File: src/rtl/note_seq_pkg.sv
// ============================================================================
// Module : note_seq_pkg
// Brief  : Shared state codes, song-entry layout and helpers for the sequencer.
// Rev    : 1.0
// ============================================================================
`default_nettype none

package note_seq_pkg;

    localparam logic [1:0] S_RESET = 2'b00;
    localparam logic [1:0] S_LOAD  = 2'b01;
    localparam logic [1:0] S_START = 2'b10;
    localparam logic [1:0] S_PLAY  = 2'b11;

    localparam int DUR_W      = 4;
    localparam int DEF_FREQ_W = 11;

    typedef struct packed {
        logic                  en;
        logic [DEF_FREQ_W-1:0] freq;
    } ch_field_t;

    function automatic int entry_w(input int num_ch, input int freq_w);
        return DUR_W + num_ch * (1 + freq_w);
    endfunction

endpackage

`default_nettype wire

File: src/rtl/note_entry_decode.sv
// ============================================================================
// Module : note_entry_decode
// Brief  : Splits one song entry into note length, channel freqs and enables.
// Rev    : 1.0
// ============================================================================
`default_nettype none

module note_entry_decode
    import note_seq_pkg::*;
#(
    parameter int NUM_CH     = 4,
    parameter int FREQ_W     = 11,
    parameter int TICK_SHIFT = 18
) (
    input  logic [entry_w(NUM_CH, FREQ_W)-1:0] rom_data,
    output logic [23:0]                        length,
    output logic [NUM_CH*FREQ_W-1:0]           freq,
    output logic [NUM_CH-1:0]                  en
);

    localparam int ENTRY_W = entry_w(NUM_CH, FREQ_W);

    logic [DUR_W-1:0] w_dur;
    logic [23:0]      w_ticks;

    assign w_dur   = rom_data[ENTRY_W-1 -: DUR_W];
    assign w_ticks = 24'(w_dur) + 24'd1;
    // dur=15 at the largest shift gives 2^23, so 24 bits never overflow
    assign length  = w_ticks << TICK_SHIFT;

    for (genvar c = 0; c < NUM_CH; c++) begin : g_ch
        assign freq[c*FREQ_W +: FREQ_W] = rom_data[c*(FREQ_W+1) +: FREQ_W];
        assign en[c]                    = rom_data[c*(FREQ_W+1) + FREQ_W];
    end

endmodule

`default_nettype wire

File: src/rtl/note_sequencer.sv
// ============================================================================
// Module : note_sequencer
// Brief  : Walks the song ROM, feeding note length and channel controls.
// Rev    : 1.0
// ============================================================================
`default_nettype none

module note_sequencer
    import note_seq_pkg::*;
#(
    parameter int NUM_CH     = 4,
    parameter int FREQ_W     = 11,
    parameter int ADDR_W     = 8,
    parameter int SONG_LEN   = 256,
    parameter int TICK_SHIFT = 18
) (
    input  logic                               clk,
    input  logic                               reset,
    input  logic [1:0]                         state,
    input  logic                               loop,
    output logic [ADDR_W-1:0]                  rom_addr,
    input  logic [entry_w(NUM_CH, FREQ_W)-1:0] rom_data,
    output logic [23:0]                        length,
    output logic [NUM_CH*FREQ_W-1:0]           ch_freq,
    output logic [NUM_CH-1:0]                  ch_en,
    output logic [NUM_CH-1:0]                  ch_trigger,
    output logic                               done
);

    localparam logic [23:0]       BASE_LEN  = 24'd1 << TICK_SHIFT;
    localparam logic [ADDR_W-1:0] LAST_ADDR = ADDR_W'(SONG_LEN - 1);

    logic [23:0]               w_length;
    logic [NUM_CH*FREQ_W-1:0]  w_freq;
    logic [NUM_CH-1:0]         w_en;

    logic [ADDR_W-1:0]         r_addr;
    logic [23:0]               r_length;
    logic [NUM_CH*FREQ_W-1:0]  r_freq;
    logic [NUM_CH-1:0]         r_en;
    logic [NUM_CH-1:0]         r_trig;
    logic                      r_done;

    note_entry_decode #(
        .NUM_CH     (NUM_CH),
        .FREQ_W     (FREQ_W),
        .TICK_SHIFT (TICK_SHIFT)
    ) u_decode (
        .rom_data (rom_data),
        .length   (w_length),
        .freq     (w_freq),
        .en       (w_en)
    );

    always_ff @(posedge clk) begin
        if (!reset || state == S_RESET) begin
            r_addr   <= '0;
            r_length <= BASE_LEN;
            r_freq   <= '0;
            r_en     <= '0;
            r_trig   <= '0;
            r_done   <= 1'b0;
        end else begin
            case (state)
                S_LOAD: begin
                    r_trig <= '0;
                    if (r_done) begin
                        // song over: play a silent base-length rest
                        r_en     <= '0;
                        r_length <= BASE_LEN;
                    end else begin
                        r_length <= w_length;
                        r_freq   <= w_freq;
                        r_en     <= w_en;
                        if (r_addr == LAST_ADDR) begin
                            if (loop) r_addr <= '0;
                            else      r_done <= 1'b1;
                        end else begin
                            r_addr <= r_addr + ADDR_W'(1);
                        end
                    end
                end
                S_START: r_trig <= r_en;
                default: r_trig <= '0;
            endcase
        end
    end

    assign rom_addr   = r_addr;
    assign length     = r_length;
    assign ch_freq    = r_freq;
    assign ch_en      = r_en;
    assign ch_trigger = r_trig;
    assign done       = r_done;

endmodule

`default_nettype wire

File: config.mk
export PLATFORM = sky130hd
export DESIGN_NAME = note_sequencer
export DESIGN_NICKNAME = d
export VERILOG_FILES = /design/src/rtl/note_seq_pkg.sv /design/src/rtl/note_entry_decode.sv /design/src/rtl/note_sequencer.sv
export SDC_FILE = /design/constraint.sdc
export NUM_CORES = 1
export LEC_CHECK = 0
export ABC_AREA = 1
export CAP_MARGIN = 20
export CORE_MARGIN = 2
export CORE_UTILIZATION = 39
export DETAILED_ROUTE_END_ITERATION = 16
export GPL_TIMING_DRIVEN = 0
export PLACE_DENSITY = 0.79
export SLEW_MARGIN = 0
export SYNTH_ARGS = -nofsm -noshare
export SYNTH_HDL_FRONTEND = slang
export SYNTH_SLANG_ARGS = --single-unit
File: constraint.sdc
create_clock -name clk -period 1.8 [get_ports clk]
set_clock_uncertainty 0.1 [all_clocks]
set_input_delay 0.18 -clock clk [delete_from_list [all_inputs] [get_ports clk]]
set_output_delay 0.18 -clock clk [all_outputs]
set_load 0.05 [all_outputs]
==> out/metrics.cfg, run 1 <==
[worst_setup_path]
worst_setup_path_start_kind = flop
critical_path_buf_inv_count = 1
reg2reg_slack_ps = 230
endpoint_kind = output port
crit_chain = clkdlybuf4s50_1
crit_family = buffers and inverters
worstSetupPathType = flop to output port
critPathMaxFanout = 2
required_ps = 1520
critical_path_arrival_ps = 1480
critPathSlowestCell = clkdlybuf4s50_1
max_stage_delay_ps = 820

[placed_design]
gp_congestion = 0.860
pre_cts_slack_ps = -89.7
port_buffers = 122
dp.cells = 597
dp_hpwl_mm = 5.59

[routing]
vias_per_cell = 4.46
post_drt_wl_per_cell_um = 12.1
wl_mm = 7.43
via_count = 2736
drt-initial-drc-count = 69
drc = 0
ant_nets = 0
drt-pass1-iter-count = 4

[sta]
final_hold_viol_count = 0
finalSetupViolCount = 0
relSlewSlack = 0.645
worst_slew_pin_slew_ps = 532
fin_crit_ps = 1760
fmax_ghz = 0.568
worst_slack_ps = 39.0
final.setup.tns_ps = 0
period_share = 0.978
slew_violations = 0

[logic_synthesis]
synth_edf_count = 0
netlist_area_um2 = 2730
synthTopCellsByCount = nand2_1 (118), dfxtp_1 (66), a21oi_1 (46)
synth-main-ff-cell = dfxtp_1
synth_top_area_frac = 0.483
synth_largest_area_cell = dfxtp_1
synth_area_leaders = dfxtp_1 (48%), nand2_1 (16%), a21oi_1 (8.4%), buf_4 (5.2%), nor2_1 (3.4%)
yosysWarnings = 0
synthCells = 361
synth.distinct_cells = 26
synth_area_per_cell_um2 = 7.57
ys_seq_elements = 66
yosysMostFrequentCell = nand2_1
synth_sequential_area_ratio = 0.483
async_flop_share = 0

[floorplan]
pin_count = 142
fp.coreArea_um2 = 6790
start_util = 0.402
fp-row-count = 30
die_height_um = 87.7
fp.dieArea_um2 = 7700
die_w_um = 87.7

[pwr]
share_seq_of_total_power = 0.445
power.switching_mw = 1.00
power.share.combinational = 0.197
swShare = 0.291
leakagePower_nw = 2.21
cellInternalPower_mw = 2.44
powerDensity_nw_per_um2 = 783
p_clk_frac = 0.358
ir_worst_vdd_mv = 0.520

[run]
cap_violations = 0

[global_route]
overflow = 0
track_usage = 0.191
grt_pass1_wl_mm = 11.4
grt_pass1_vias = 2503
antenna_found_initial = 0
grt_max_degree = 12

[finish]
fin_util = 0.646
area_growth_pct = 60.6
multiInputGateArea_um2 = 1160
n_antenna_cell = 0
drive_gt1_frac = 0.139
nFillCells = 617
regArea_um2 = 1320
final_nets = 571
stdcell_count = 613

[clock_tree]
htree_num_levels = 3
tritoncts = built
root_buffer = clkbuf_8
clock_latency_ps = 330
post_cts_buffers = 0
cts_hold_buf = 0
cts_buffers = 9
numClockSinks = 66
clk_pin_slew_worst_paths_ps = 70
cts_buffer_depth = 2

[outcome]
status = completed

[min_path]
hold_class = input pin to flop

[state kept, by name, summed over array words and instances (netlist names)]
| signal | flops |
|---|---|
| ch_en | 4 |
| ch_trigger | 4 |
| length | 5 |
| done | 1 |
| rom_addr | 8 |
| ch_freq | 44 |
[area by class of cell]
class,instances,share of cell area
Inverter,24,0.0208
Sequential cell,66,0.301
Multi-Input combinational cell,254,0.264
Clock inverter,5,0.0123
Tap cell,96,0.0274
Timing Repair Buffer,122,0.290
Clock buffer,11,0.0322
Buffer,35,0.0519
[cell families (layout without fill, tap and decap cells)]
kind of cell | Yosys count | after routing | share of synthesized area
AOI/OAI and AO/OA | 61 | 61 | 0.125
xor gates and xnor gates | 1 | 1 | 0.00320
adders and majority gates | 2 | 2 | 0.00915
buffers and inverters | 59 | 197 | 0.117
DFF | 66 | 66 | 0.483
other | 1 | 19 | 0.00137
and+or+nand+nor | 171 | 171 | 0.261
[worst paths after layout]
check,from,to,cells after the start
worst min-delay path,rom_data[37],ch_freq[34]$_SDFFE_PP0P_,3
worst min register to register,ch_en[2]$_SDFFE_PP0N_,ch_trigger[2]$_SDFF_PP0_,2
worst max-delay path,length[19]$_SDFFE_PP0N_,length[19],1
worst max register to register,rom_addr[1]$_SDFFE_PP0P_,rom_addr[4]$_SDFFE_PP0P_,9
[routing by layer]
| metal | track usage | share of wire | vias up | wire (um) |
|---|---|---|---|---|
| li1 | - | - | 1390 | - |
| met1 | 0.227 | 0.42 | 1243 | 3150 |
| met2 | 0.318 | 0.48 | 97 | 3600 |
| met3 | 0.0631 | 0.083 | 6 | 615 |
| met4 | 0.0755 | 0.0082 | 0 | 61 |
| met5 | 0 | 0 | - | 0 |
[layout by cell type (no fill, tap or decap), types with 4 or more instances in the layout]
| cell type | instances |
|---|---|
| clkinv_2 | 4 |
| conb_1 | 19 |
| buf_2 | 8 |
| clkbuf_8 | 10 |
| nand2_2 | 11 |
| nor2_1 | 25 |
| inv_1 | 21 |
| buf_4 | 19 |
| o21ai_0 | 4 |
| a21oi_1 | 46 |
| clkbuf_1 | 7 |
| a21oi_2 | 10 |
| dfxtp_1 | 64 |
| clkdlybuf4s50_1 | 82 |
| nand2_1 | 118 |
| nand3_1 | 11 |
| dlygate4sd2_1 | 13 |
| dlymetal6s2s_1 | 27 |
[power groups by stage]
stage | Clock, mW | Combinational (mW) | Sequential, mW
2_1_floorplan | 0 | 0.265 | 1.72
3_3_place_gp | 0 | 0.678 | 1.56
3_5_place_dp | 0 | 0.684 | 1.56
4_1_cts | 1.25 | 0.683 | 1.53
5_1_grt | 1.32 | 0.722 | 1.54
6_report | 1.23 | 0.679 | 1.53
[stage by stage]
stage	hold slack, ps	area [um^2]	total power, mW
floorplan	216	2800	1.98
global placement	334	4150	2.24
detailed placement	341	4150	2.25
CTS	280	4320	3.47
global route	296	4390	3.58
finish	301	4390	3.44
[repair_timing]
| action | in CTS | in global routing |
|---|---|---|
| pin swaps | 0 | 0 |
| resized for setup | 13 | 27 |
| cloned | 0 | 0 |
| endpoints found under the setup margin | 13 | 27 |
Note: power is estimated with default switching activity, not from simulation.
==> run 2, diff against run 1 <==
- CAP_MARGIN: 20 -> 30
- CTS_CLUSTER_SIZE: default -> 25
==> results of run 2 <==
Final layout, timing and power as in run 1 (identical DEF).
==> run 3, diff against run 2 <==
- SKIP_LAST_GASP: default -> 1
==> results of run 3 <==
Final layout, timing and power as in run 1 (identical DEF).
